===== src/rtl/lcd_char_ctrl.sv =====
// HD44780 character-LCD write controller: write FIFO, power-up/init ROM sequencer and E-strobe timing.
// Define LCD_NIBBLE_MODE_EN to build the 4-bit bus variant (high nibble first on lcd_db[7:4]).
module lcd_char_ctrl #(
    parameter int CLK_HZ     = 50000000,
    parameter int PWR_CYC    = 750000,
    parameter int CMD_CYC    = 2500,
    parameter int CLR_CYC    = 100000,
    parameter int E_CYC      = 25,
    parameter int FIFO_DEPTH = 16
) (
    input  logic                          clk,
    input  logic                          rst,
    input  logic                          wr_valid,
    output logic                          wr_ready,
    input  logic                          wr_rs,
    input  logic [7:0]                    wr_data,
    output logic [$clog2(FIFO_DEPTH):0]   fifo_level,
    output logic                          init_done,
    output logic                          busy,
    output logic                          lcd_rs,
    output logic                          lcd_rw,
    output logic                          lcd_e,
    output logic [7:0]                    lcd_db
);

    localparam int PTR_W   = $clog2(FIFO_DEPTH);
    localparam int LVL_W   = PTR_W + 1;
    localparam int MAX_A   = (PWR_CYC > CLR_CYC) ? PWR_CYC : CLR_CYC;
    localparam int MAX_B   = (CMD_CYC > E_CYC) ? CMD_CYC : E_CYC;
    localparam int MAX_CYC = (MAX_A > MAX_B) ? MAX_A : MAX_B;
    localparam int CNT_W   = $clog2(MAX_CYC + 1);
`ifdef LCD_NIBBLE_MODE_EN
    localparam int ROM_LEN = 9;
`else
    localparam int ROM_LEN = 8;
`endif

    // CLK_HZ only documents the timing assumptions behind the cycle counts.
    generate
        if (CLK_HZ <= 0) begin : g_clk_hz_unset
        end
    endgenerate

    typedef enum logic [2:0] {PWR_WAIT, INIT, IDLE, SETUP, E_HIGH, HOLD, EXEC} state_t;

    function automatic logic [7:0] rom_byte(input logic [3:0] idx);
`ifdef LCD_NIBBLE_MODE_EN
        case (idx)
            4'd0, 4'd1, 4'd2: rom_byte = 8'h30;
            4'd3:             rom_byte = 8'h20;
            4'd4:             rom_byte = 8'h28;
            4'd5:             rom_byte = 8'h08;
            4'd6:             rom_byte = 8'h01;
            4'd7:             rom_byte = 8'h06;
            default:          rom_byte = 8'h0C;
        endcase
`else
        case (idx)
            4'd0, 4'd1, 4'd2: rom_byte = 8'h30;
            4'd3:             rom_byte = 8'h38;
            4'd4:             rom_byte = 8'h08;
            4'd5:             rom_byte = 8'h01;
            4'd6:             rom_byte = 8'h06;
            default:          rom_byte = 8'h0C;
        endcase
`endif
    endfunction

    function automatic logic is_clr(input logic [7:0] b);
        is_clr = (b == 8'h01) || (b == 8'h02);
    endfunction

    state_t             state_q, state_d;
    logic [CNT_W-1:0]   cnt_q, cnt_d;
    logic [3:0]         rom_idx_q, rom_idx_d;
    logic               init_done_q, init_done_d;
    logic               exec_long_q, exec_long_d;
    logic               lcd_e_q, lcd_e_d;
    logic               lcd_rs_q, lcd_rs_d;
    logic [7:0]         lcd_db_q, lcd_db_d;
`ifdef LCD_NIBBLE_MODE_EN
    logic [7:0]         byte_q, byte_d;
    logic               nib_q, nib_d;
`endif

    logic [8:0]         mem [FIFO_DEPTH];
    logic [PTR_W-1:0]   wr_ptr_q, wr_ptr_d, rd_ptr_q, rd_ptr_d;
    logic [LVL_W-1:0]   level_q, level_d;
    logic               push, pop, load, load_rs;
    logic [7:0]         load_byte;
    logic [8:0]         rd_entry;

    assign wr_ready   = (level_q != LVL_W'(FIFO_DEPTH));
    assign push       = wr_valid && wr_ready;
    assign rd_entry   = mem[rd_ptr_q];
    assign fifo_level = level_q;
    assign init_done  = init_done_q;
    assign busy       = (state_q != IDLE) || (level_q != '0);
    assign lcd_rs     = lcd_rs_q;
    assign lcd_rw     = 1'b0;
    assign lcd_e      = lcd_e_q;
    assign lcd_db     = lcd_db_q;

    always_comb begin
        wr_ptr_d = wr_ptr_q;
        rd_ptr_d = rd_ptr_q;
        level_d  = level_q;
        if (push) wr_ptr_d = wr_ptr_q + PTR_W'(1);
        if (pop)  rd_ptr_d = rd_ptr_q + PTR_W'(1);
        if (push && !pop)      level_d = level_q + LVL_W'(1);
        else if (!push && pop) level_d = level_q - LVL_W'(1);
    end

    always_ff @(posedge clk) begin
        if (push) mem[wr_ptr_q] <= {wr_rs, wr_data};
    end

    always_comb begin
        state_d     = state_q;
        cnt_d       = cnt_q;
        rom_idx_d   = rom_idx_q;
        init_done_d = init_done_q;
        exec_long_d = exec_long_q;
        lcd_e_d     = lcd_e_q;
        lcd_rs_d    = lcd_rs_q;
        lcd_db_d    = lcd_db_q;
        pop         = 1'b0;
        load        = 1'b0;
        load_rs     = 1'b0;
        load_byte   = 8'h00;
`ifdef LCD_NIBBLE_MODE_EN
        byte_d      = byte_q;
        nib_d       = nib_q;
`endif
        case (state_q)
            PWR_WAIT: begin
                if (cnt_q == CNT_W'(PWR_CYC - 1)) begin
                    state_d = INIT;
                    cnt_d   = '0;
                end else begin
                    cnt_d = cnt_q + CNT_W'(1);
                end
            end
            INIT: begin
                load        = 1'b1;
                load_byte   = rom_byte(rom_idx_q);
                // The very first init byte needs the long wait regardless of its value.
                exec_long_d = (rom_idx_q == 4'd0) || is_clr(load_byte);
            end
            IDLE: begin
                if (init_done_q && (level_q != '0)) begin
                    pop         = 1'b1;
                    load        = 1'b1;
                    load_rs     = rd_entry[8];
                    load_byte   = rd_entry[7:0];
                    exec_long_d = !rd_entry[8] && is_clr(rd_entry[7:0]);
                end
            end
            SETUP: begin
                state_d = E_HIGH;
                lcd_e_d = 1'b1;
                cnt_d   = '0;
            end
            E_HIGH: begin
                if (cnt_q == CNT_W'(E_CYC - 1)) begin
                    state_d = HOLD;
                    lcd_e_d = 1'b0;
                    cnt_d   = '0;
                end else begin
                    cnt_d = cnt_q + CNT_W'(1);
                end
            end
            HOLD: begin
                if (cnt_q == CNT_W'(E_CYC - 1)) begin
                    cnt_d   = '0;
                    state_d = EXEC;
`ifdef LCD_NIBBLE_MODE_EN
                    if (nib_q) begin
                        nib_d    = 1'b0;
                        state_d  = SETUP;
                        lcd_db_d = {byte_q[3:0], 4'h0};
                    end
`endif
                end else begin
                    cnt_d = cnt_q + CNT_W'(1);
                end
            end
            EXEC: begin
                if (cnt_q == (exec_long_q ? CNT_W'(CLR_CYC - 1) : CNT_W'(CMD_CYC - 1))) begin
                    cnt_d = '0;
                    if (init_done_q) begin
                        state_d = IDLE;
                    end else if (rom_idx_q == 4'(ROM_LEN - 1)) begin
                        state_d     = IDLE;
                        init_done_d = 1'b1;
                    end else begin
                        rom_idx_d = rom_idx_q + 4'd1;
                        state_d   = INIT;
                    end
                end else begin
                    cnt_d = cnt_q + CNT_W'(1);
                end
            end
            default: state_d = PWR_WAIT;
        endcase

        if (load) begin
            state_d  = SETUP;
            cnt_d    = '0;
            lcd_rs_d = load_rs;
`ifdef LCD_NIBBLE_MODE_EN
            lcd_db_d = {load_byte[7:4], 4'h0};
            byte_d   = load_byte;
            // The first four init entries are lone high nibbles with no second strobe.
            nib_d    = !((state_q == INIT) && (rom_idx_q < 4'd4));
`else
            lcd_db_d = load_byte;
`endif
        end
    end

    always_ff @(posedge clk or negedge rst) begin
        if (!rst) begin
            state_q     <= PWR_WAIT;
            cnt_q       <= '0;
            rom_idx_q   <= '0;
            init_done_q <= 1'b0;
            exec_long_q <= 1'b0;
            lcd_e_q     <= 1'b0;
            lcd_rs_q    <= 1'b0;
            lcd_db_q    <= 8'h00;
            wr_ptr_q    <= '0;
            rd_ptr_q    <= '0;
            level_q     <= '0;
`ifdef LCD_NIBBLE_MODE_EN
            byte_q      <= 8'h00;
            nib_q       <= 1'b0;
`endif
        end else begin
            state_q     <= state_d;
            cnt_q       <= cnt_d;
            rom_idx_q   <= rom_idx_d;
            init_done_q <= init_done_d;
            exec_long_q <= exec_long_d;
            lcd_e_q     <= lcd_e_d;
            lcd_rs_q    <= lcd_rs_d;
            lcd_db_q    <= lcd_db_d;
            wr_ptr_q    <= wr_ptr_d;
            rd_ptr_q    <= rd_ptr_d;
            level_q     <= level_d;
`ifdef LCD_NIBBLE_MODE_EN
            byte_q      <= byte_d;
            nib_q       <= nib_d;
`endif
        end
    end

endmodule

===== config.mk =====
export PLATFORM = sky130hd
export DESIGN_NAME = lcd_char_ctrl
export DESIGN_NICKNAME = d
export VERILOG_FILES = /design/src/rtl/lcd_char_ctrl.sv
export SDC_FILE = /design/constraint.sdc
export NUM_CORES = 1
export LEC_CHECK = 0
export ABC_AREA = 1
export CAP_MARGIN = 20
export CORE_UTILIZATION = 42
export CTS_CLUSTER_DIAMETER = 30
export DETAILED_ROUTE_END_ITERATION = 16
export GPL_ROUTABILITY_DRIVEN = 1
export HOLD_SLACK_MARGIN = 0.02
export PLACE_DENSITY_LB_ADDON = 0.08
export SETUP_SLACK_MARGIN = 0.5
export SYNTH_ARGS = -nofsm -noshare
export SYNTH_HDL_FRONTEND = slang
export SYNTH_SLANG_ARGS = --single-unit

===== constraint.sdc =====
create_clock -name clk -period 3.2 [get_ports clk]
set_input_delay 0.32 -clock clk [delete_from_list [all_inputs] [get_ports clk]]
set_output_delay 0.32 -clock clk [all_outputs]
set_load 0.005 [all_outputs]

# After elaboration in Yosys (flattened, before gate mapping)
# Memories as Yosys holds them, arrays and structs flattened.
# Cells that the tools add are included.
[word_totals]
register_bits = 52
mem_bits_rw = 144
inputBits = 12
out_inout_bits = 19
n_memories = 1
[mem_list]
columns = ["memory", "words", "width", "read_ports", "rd_clocked_by_memory_dff", "write_ports", "line_no", "rtl"]
rows = [
  ["mem", 16, 9, 1, 0, 1, "86", "logic [8:0] mem [FIFO_DEPTH];"],
]
[op_classes]
add_sub_neg = 6
eq_ne = 29
mux = 33
bitwise_logic = 2
n_reduce_logical = 27
[op_table]
columns = ["operator", "n"]
rows = [
  ["$mux 20", 4],
  ["$pmux 20 s4", 1],
  ["$pmux 6 s5", 1],
  ["$add 20x1->20 const B", 1],
  ["$eq 20x17->1", 1],
  ["$eq 20x20->1 const B", 1],
  ["$eq 20x5->1 const B", 1],
  ["$pmux 3 s6", 1],
  ["$mux 17", 1],
  ["$eq 4x3->1 const B", 4],
  ["$eq 8x1->1 const B", 2],
  ["$eq 8x2->1 const B", 2],
  ["$mux 8", 2],
  ["$pmux 8 s2", 1],
  ["$mux 3", 5],
  ["$add 4x1->4 const B", 3],
  ["$ne 3x3->1 const B", 4],
  ["$mux 1", 10],
  ["$mux 5", 2],
  ["$reduce_bool 5->1", 2],
  ["$eq 3x3->1 const B", 3],
  ["$eq 4x2->1 const B", 2],
  ["$eq 3x2->1 const B", 2],
  ["$pmux 1 s2", 3],
  ["21 further kinds", 38],
]

# Logic depth before layout (Yosys ltp)
# Gate-level depths: netlist (run 1).
[depth]
word_depth = 8
ltp_mapped = 16
depth_no_buf = 14

# Worst setup path before layout (run 1)
# No wires, ideal clock.
[synth_timing]
path_kind = "register to register"
from = "register level_q[0] (netlist: fifo_level[0])"
to = "register level_q[4] (netlist: fifo_level[4])"
setup_ns = 0.125
arrival_time_ns = 2.397
required_time_ns = 3.075
setup_slack_ns = 0.678
path_stages_with_launch = 14
n_path_buf = 1
synth_period_minus_slack_ns = 2.522
path_cell_list = "dfrtp_1 -> nor4_4 -> nand2_1 -> nand3_1 -> buf_4 -> ha_1 -> inv_1 -> fa_1 -> a21o_1 -> a21oi_1 -> nand2_1 -> nand2_1 -> nor2_1 -> xor2_1"
[synth_between]
elab_chain_cells = 7
word_cells_on_any_way = 15
[synth_rtl]
columns = ["item", "line_no", "rtl"]
rows = [
  ["start, declared", "88", "logic [LVL_W-1:0] level_q, level_d;"],
  ["start signal, assigned", "250", "level_q <= level_d;"],
  ["branches (longest 7 deep; another with $sub 5x1->5)", "n/a", ""],
]
# Parallel ways; which one is timed is not known. The select of a mux whose other input is x is not followed.
# A chain may end at the register's enable or synchronous reset.

# Final worst setup path (run 1)
[layout_timing]
from = "register level_q[2] (netlist: fifo_level[2])"
to = "register level_q[4] (netlist: fifo_level[4])"
# Same word-level chain as after synthesis.

==> out/results.ini, run 1 <==
[status]
status=finished, violations left
violations=design-rule violations

[synthesis]
syn_nets=1012
synth_warnings=0
syn-cell-area_um2=9460
synth_area_per_cell_um2=9.61
ys.flop_type=edfxtp_1
synthCells=984
synth_seq_cells=196
ys_seq_area_share_pct=59.5
async_flop_share_pct=26.5
synth_edf_count=144
synth.distinct_cells=50

[floorplan]
io_pins=31
placementRows=54
dieWidth_um=152
die_area_um2=23100
die_h_um=152
initial_core_util_pct=43.1
core_um2=22000

[setup_path]
crit_chain=nor4_4 > buf_4 > nand2_1 > nand3_1 > ha_1 > inv_1 > fa_1 > a21o_1 > a21oi_2 > nand2_1 > nand2_1 > nor2_1 > xor2_1
cp_common_cell=nand2_1
max_stage_delay_ps=440
worst_setup_path_end_kind=flip-flop
rr_endpoint=fifo_level[4]
required_ps=3540
r2r-start=fifo_level[2]
cp_top_family=adder cells
crit_buf_inv=2
startpoint_type=flip-flop
cp_slowest_cell=dfrtp_1
worst-path-max-fanout=4
crit_arrival_ps=2800
critical_path_class=flip-flop to flip-flop
r2r_slack_ps=740
ff2ff_path_depth=13

[detailed_routing]
wl_um=22600
antenna_left=0
wl_per_cell_um=17.2
dr.pass1.iters=11
drc_errors=2
drtIter0Drc=484
vias_per_cell=5.01
vias=6572

[power]
p_switching_mw=1.73
internal_power_mw=4.34
irDropWorstVdd_v=0.000291
p_per_area_nw_per_um2=568
power.total_mw=6.07
netSwitchingFraction_pct=28.5
clkPwrFrac_pct=37.3
p_leak_nw=4.52
comb_power_share_pct=11.8
p_seq_share_pct=50.9

[placement]
place_ws_ps=647
placed_cells=1277
place.detailed.hpwl_um=14600
gp_congestion=0.868
io_buffers=29

[cells_and_area]
diodes=0
nets=1046
drive_above_1_share_pct=10.4
utilization_pct=48.7
syn_to_final_growth_pct=13.0
final_cells=1311

[sta]
period_share_pct=76.8
period_needed_ps=2460
finalHoldViolCount=0
rsz0062_at_grt=false
tns_ps=0
fmax_mhz=407
setup_viol=0
setup_slack_ps=742
slew_headroom_pct=41.3
tightest_slew_ps=880
fin_skew_ps=20.4
drv_slew=0

[clock_network]
clock_latency_ps=450
cts_max_path_buffers=2
clock-root-buffer=clkbuf_16
h-tree-depth=4
cts_buffers=17
clkTransAtPathRegs_ps=90
cts_num_sinks=196
cts_tree=built

[global_routing]
antenna_found_initial=0
grt_pass1_wl_um=36400
grt_pass1_vias=6481
grt_overflow_total=0
globalRouteMet3Util_pct=3.28
grt_use_met1_pct=28.6
grt_most_used_layer=met2
grtUsageMet2_pct=33.9
grtUsageTotal_pct=20.8
grt_max_degree=80

[flow_run]
cap_violations=0

[hold_path]
hp-class=input pin to asynchronous set/reset pin

-- power by group through the flow --
stage	sequential, mW	combinational (mW)	clock, mW
finish	3.09	0.717	2.26
global route	3.12	0.814	2.41
CTS	3.09	0.722	2.31
detailed placement	3.15	0.718	0
global placement	3.14	0.713	0
floorplan	3.13	0.403	0
-- cell type report --
cell class              count  area, um^2
fillers                  2056       11300
flip-flops and latches    196        5630
multi-input cells         624        3120
inverters                 130         498
repair buffers             49         450
clock buffers              17         425
well taps                 280         350
clock inverters            15         213
-- synth_stat cells, types with 2 or more instances --
library cell / n / area, um^2
inv_1: 112 / 420
or2_2: 4 / 25.0
clkinv_1: 3 / 11.3
a21o_1: 2 / 15.0
a21oi_1: 11 / 55.1
o211ai_1: 12 / 90.1
nor3_1: 12 / 60.1
o21ai_0: 16 / 80.1
dfrtp_1: 52 / 1300
nor4_1: 5 / 31.3
o21ai_1: 17 / 85.1
nor2_1: 63 / 236
nand2_4: 4 / 45.0
edfxtp_1: 144 / 4320
inv_2: 13 / 48.8
buf_6: 6 / 67.6
nand3b_1: 2 / 15.0
buf_2: 18 / 90.1
nand3_2: 2 / 20.0
nand3_1: 104 / 521
xor2_1: 17 / 149
buf_4: 3 / 22.5
nand4_1: 15 / 93.8
clkbuf_1: 5 / 18.8
ha_1: 15 / 188
o21ai_2: 8 / 70.1
o22ai_2: 2 / 25.0
nand2_1: 287 / 1080
nor2_2: 9 / 56.3
-- stage by stage --
stage	hold WS, ps	instance area [um^2]
CTS	330	10700
finish	331	10700
global route	355	10700
floorplan	24.4	9460
global placement	271	10000
detailed placement	278	10000
-- cells by family after synthesis --
kind of cell             synth area share (%)
AO/OA/AOI/OAI                            4.98
XOR/XNOR                                 1.67
adder cells (fa/ha/maj)                  2.20
buffers and inverters                    7.57
flip-flops                               59.5
other                                  0.0397
AND/OR/NAND/NOR                          24.1
-- worst max path at each step --
stage	slack [ps]	from	cells after the start	endpoint
global placement	680	fifo_level[0]	13	fifo_level[4]
detailed placement	650	fifo_level[0]	13	fifo_level[4]
finish	740	fifo_level[2]	13	fifo_level[4]
CTS	620	fifo_level[0]	13	fifo_level[4]
global route	530	fifo_level[2]	13	fifo_level[4]
floorplan	680	fifo_level[0]	13	fifo_level[4]
-- layout by cell type (no fill, tap or decap), types with 8 or more instances in the layout --
cell type | Yosys | layout
nand2_1 | 287 | 287
edfxtp_1 | 144 | 144
inv_1 | 112 | 112
nand3_1 | 104 | 104
nor2_1 | 63 | 63
dfrtp_1 | 52 | 49
clkdlybuf4s50_1 | 0 | 28
buf_4 | 3 | 18
o21ai_1 | 17 | 17
xor2_1 | 17 | 17
clkbuf_16 | 0 | 17
o21ai_0 | 16 | 16
nand4_1 | 15 | 15
ha_1 | 15 | 15
inv_2 | 13 | 13
o211ai_1 | 12 | 12
nor3_1 | 12 | 12
a21oi_1 | 11 | 10
nor2_2 | 9 | 9
o21ai_2 | 8 | 8
-- routing by layer --
metal	wire length (um)	share of wire [%]	up-vias
met5	0	0	-
met1	10600	47	3139
met4	277	1.2	0
met2	11000	49	104
met3	722	3.2	16
li1	-	-	3313
-- flip-flops by register name, indices dropped and copies added (netlist names), 3 cells and up --
| signal | flops |
|---|---|
| state_q | 3 |
| wr_ptr_q | 4 |
| rom_idx_q | 4 |
| rd_ptr_q | 4 |
| fifo_level | 5 |
| cnt_q | 20 |
| mem | 144 |
| lcd_db | 8 |
-- timing repair --
item / in CTS / in global routing
endpoints found under the setup margin: 0 / 1
gates resized for setup: 0 / 3
setup buffers: 0 / 1
hold endpoints to repair: 15 / 0
hold buffers: 1 / 0
Note: power is estimated with default switching activity, not from simulation.
==> run 2, diff against run 1 <==
- clock period: 3.2 -> 2.05 ns (I/O delays scaled with it)
==> run 2 against run 1 <==
  * The run ends with negative setup slack left
  * Clock power rose by 54%
  * Non-clock buffer count rose by 113
  * Global-route usage rose by 1.2 points
  * Clock-buffer cell count did not move
  * Critical path depth fell by 1
  * Final area rose by 23%
  * Die area did not move
  * First-iteration DRC count rose by 5.2%
  * Sequential power rose by 55%
  * Setup slack got worse by 890 ps
  * Critical path type unchanged
==> out/results.ini, run 2 (synthesized netlist as in run 1, its figures left out) <==
[cells_and_area]
drive_above_1_share_pct=32.5
top_register=mem
final_common_cell=nand2_1
fin_area_um2=13100
syn_to_final_growth_pct=39.0
largest_reg_flops=144
nets=1173
most-common-layout-cells=nand2_1, edfxtp_1, inv_1
diodes=0

[global_routing]
antenna_found_initial=0
grt_pass1_wl_um=38600
grt_overflow_total=0
grt_pass1_vias=6872
grt_most_used_layer=met2
grt_use_met1_pct=30.0
globalRouteMet3Util_pct=3.34
grtUsageTotal_pct=22.0
grt_max_degree=41
grtUsageMet2_pct=35.8

[power]
clkPwrFrac_pct=33.0
netSwitchingFraction_pct=29.9
p_switching_mw=3.17
power.total_mw=10.6
irDropWorstVdd_v=0.000562
p_seq_share_pct=45.3
internal_power_mw=7.41
p_leak_nw=5.58
p_per_area_nw_per_um2=805
comb_power_share_pct=21.8

[floorplan]
die_h_um=152
core_um2=22000
placementRows=54
initial_core_util_pct=43.1
die_area_um2=23100
dieWidth_um=152
io_pins=31

[clock_network]
cts_max_path_buffers=2
cts_buffers=17
h-tree-depth=4
clkTransAtPathRegs_ps=80
clock-root-buffer=clkbuf_16
cts_tree=built
cts_num_sinks=196
clock_latency_ps=430

[sta]
finalHoldViolCount=0
hold_ws_ps=302
fin_skew_ps=11.2
tns_ps=-292
rsz0062_at_grt=true
tightest_slew_ps=839
setup_slack_ps=-147
drv_slew=0
period_share_pct=107
fmax_mhz=455
period_needed_ps=2200
slew_headroom_pct=43.9
setup_viol=6

[setup_path]
max_stage_delay_ps=430
worst_setup_path_end_kind=flip-flop
crit_chain=nor4_4 > nand2_1 > nand3_2 > ha_4 > inv_4 > fa_2 > a21o_1 > a21oi_2 > nand2_1 > nand2_1 > nor2_1 > xor2_1
ff2ff_path_depth=12
crit_arrival_ps=2520
r2r_slack_ps=-150
critical_path_class=flip-flop to flip-flop
r2r-start=fifo_level[0]
startpoint_type=flip-flop
rr_endpoint=fifo_level[4]
worst-path-max-fanout=3
required_ps=2370
cp_slowest_cell=dfrtp_2
cp_common_cell=nand2_1

[detailed_routing]
wl_per_cell_um=18.0
drtIter0Drc=509
antenna_left=0
vias_per_cell=5.08
wl_um=25900
dr.pass1.iters=5
vias=7312
drc_errors=0

[placement]
place.detailed.hpwl_um=14600
placed_cell_area_um2=10500
gp_congestion=0.909
io_buffers=29

[status]
violations=negative setup slack
status=finished, violations left

[flow_run]
cap_violations=0

[hold_path]
hp-class=input pin to asynchronous set/reset pin

## run 2: layout make-up
type,count,area [um^2]
Timing Repair Buffer,162,1960
Clock buffer,17,425
Fill cell,1778,8820
Inverter,130,536
Multi-Input combinational cell,636,3990
Sequential cell,196,5640
Clock inverter,15,209
Tap cell,280,350
Timing Repair inverter,2,22.5
## run 2: worst max-delay path: cells and delay by family, from the launching register on
family | cells | cell delay [ps]
AO/OA/AOI/OAI | 2 | 300
XOR/XNOR | 1 | 130
AND/OR/NAND/NOR | 6 | 690
buffers and inverters | 1 | 40
flip-flops | 1 | 430
adder cells (fa/ha/maj) | 2 | 490
## run 2: what timing repair did
item	CTS	global route
setup buffers	32	38
gates resized for setup	131	122
hold buffers	1	0
pin swaps	33	59
endpoints found under the hold margin	22	0
setup endpoints to repair	200	209
cloned	18	9
## run 2: power groups by stage
stage	sequential [mW]	combinational, mW	clock (mW)
floorplan	4.89	0.730	0
global placement	4.87	1.39	0
detailed placement	4.87	1.40	0
CTS	4.79	2.21	3.54
global route	4.82	2.47	3.70
finish	4.79	2.30	3.49
## run 2: worst max-delay path by stage
stage | cells after the start | to | startpoint | slack (ps)
2_1_floorplan | 13 | fifo_level[4] | fifo_level[2] | -210
3_3_place_gp | 13 | fifo_level[4] | fifo_level[2] | -110
3_5_place_dp | 13 | fifo_level[4] | fifo_level[2] | -150
4_1_cts | 12 | fifo_level[4] | fifo_level[2] | -150
5_1_grt | 12 | fifo_level[4] | fifo_level[0] | -290
6_report | 12 | fifo_level[4] | fifo_level[0] | -150
## run 2: per-stage QoR
| step | setup slack [ps] | std cells | util [%] |
|---|---|---|---|
| 3_5_place_dp | -154 | 1308 | 47.8 |
| 2_1_floorplan | -212 | 984 | - |
| 3_3_place_gp | -114 | 1308 | 47.8 |
| 6_report | -147 | 1438 | 59.8 |
| 4_1_cts | -146 | 1391 | 55.7 |
| 5_1_grt | -293 | 1438 | 59.8 |
## run 2: per-layer routing
metal / part of all wire (%) / wire, um
met5: 0 / 0
met4: 2.0 / 506
met3: 3.9 / 1020
met2: 49 / 12700
met1: 45 / 11600
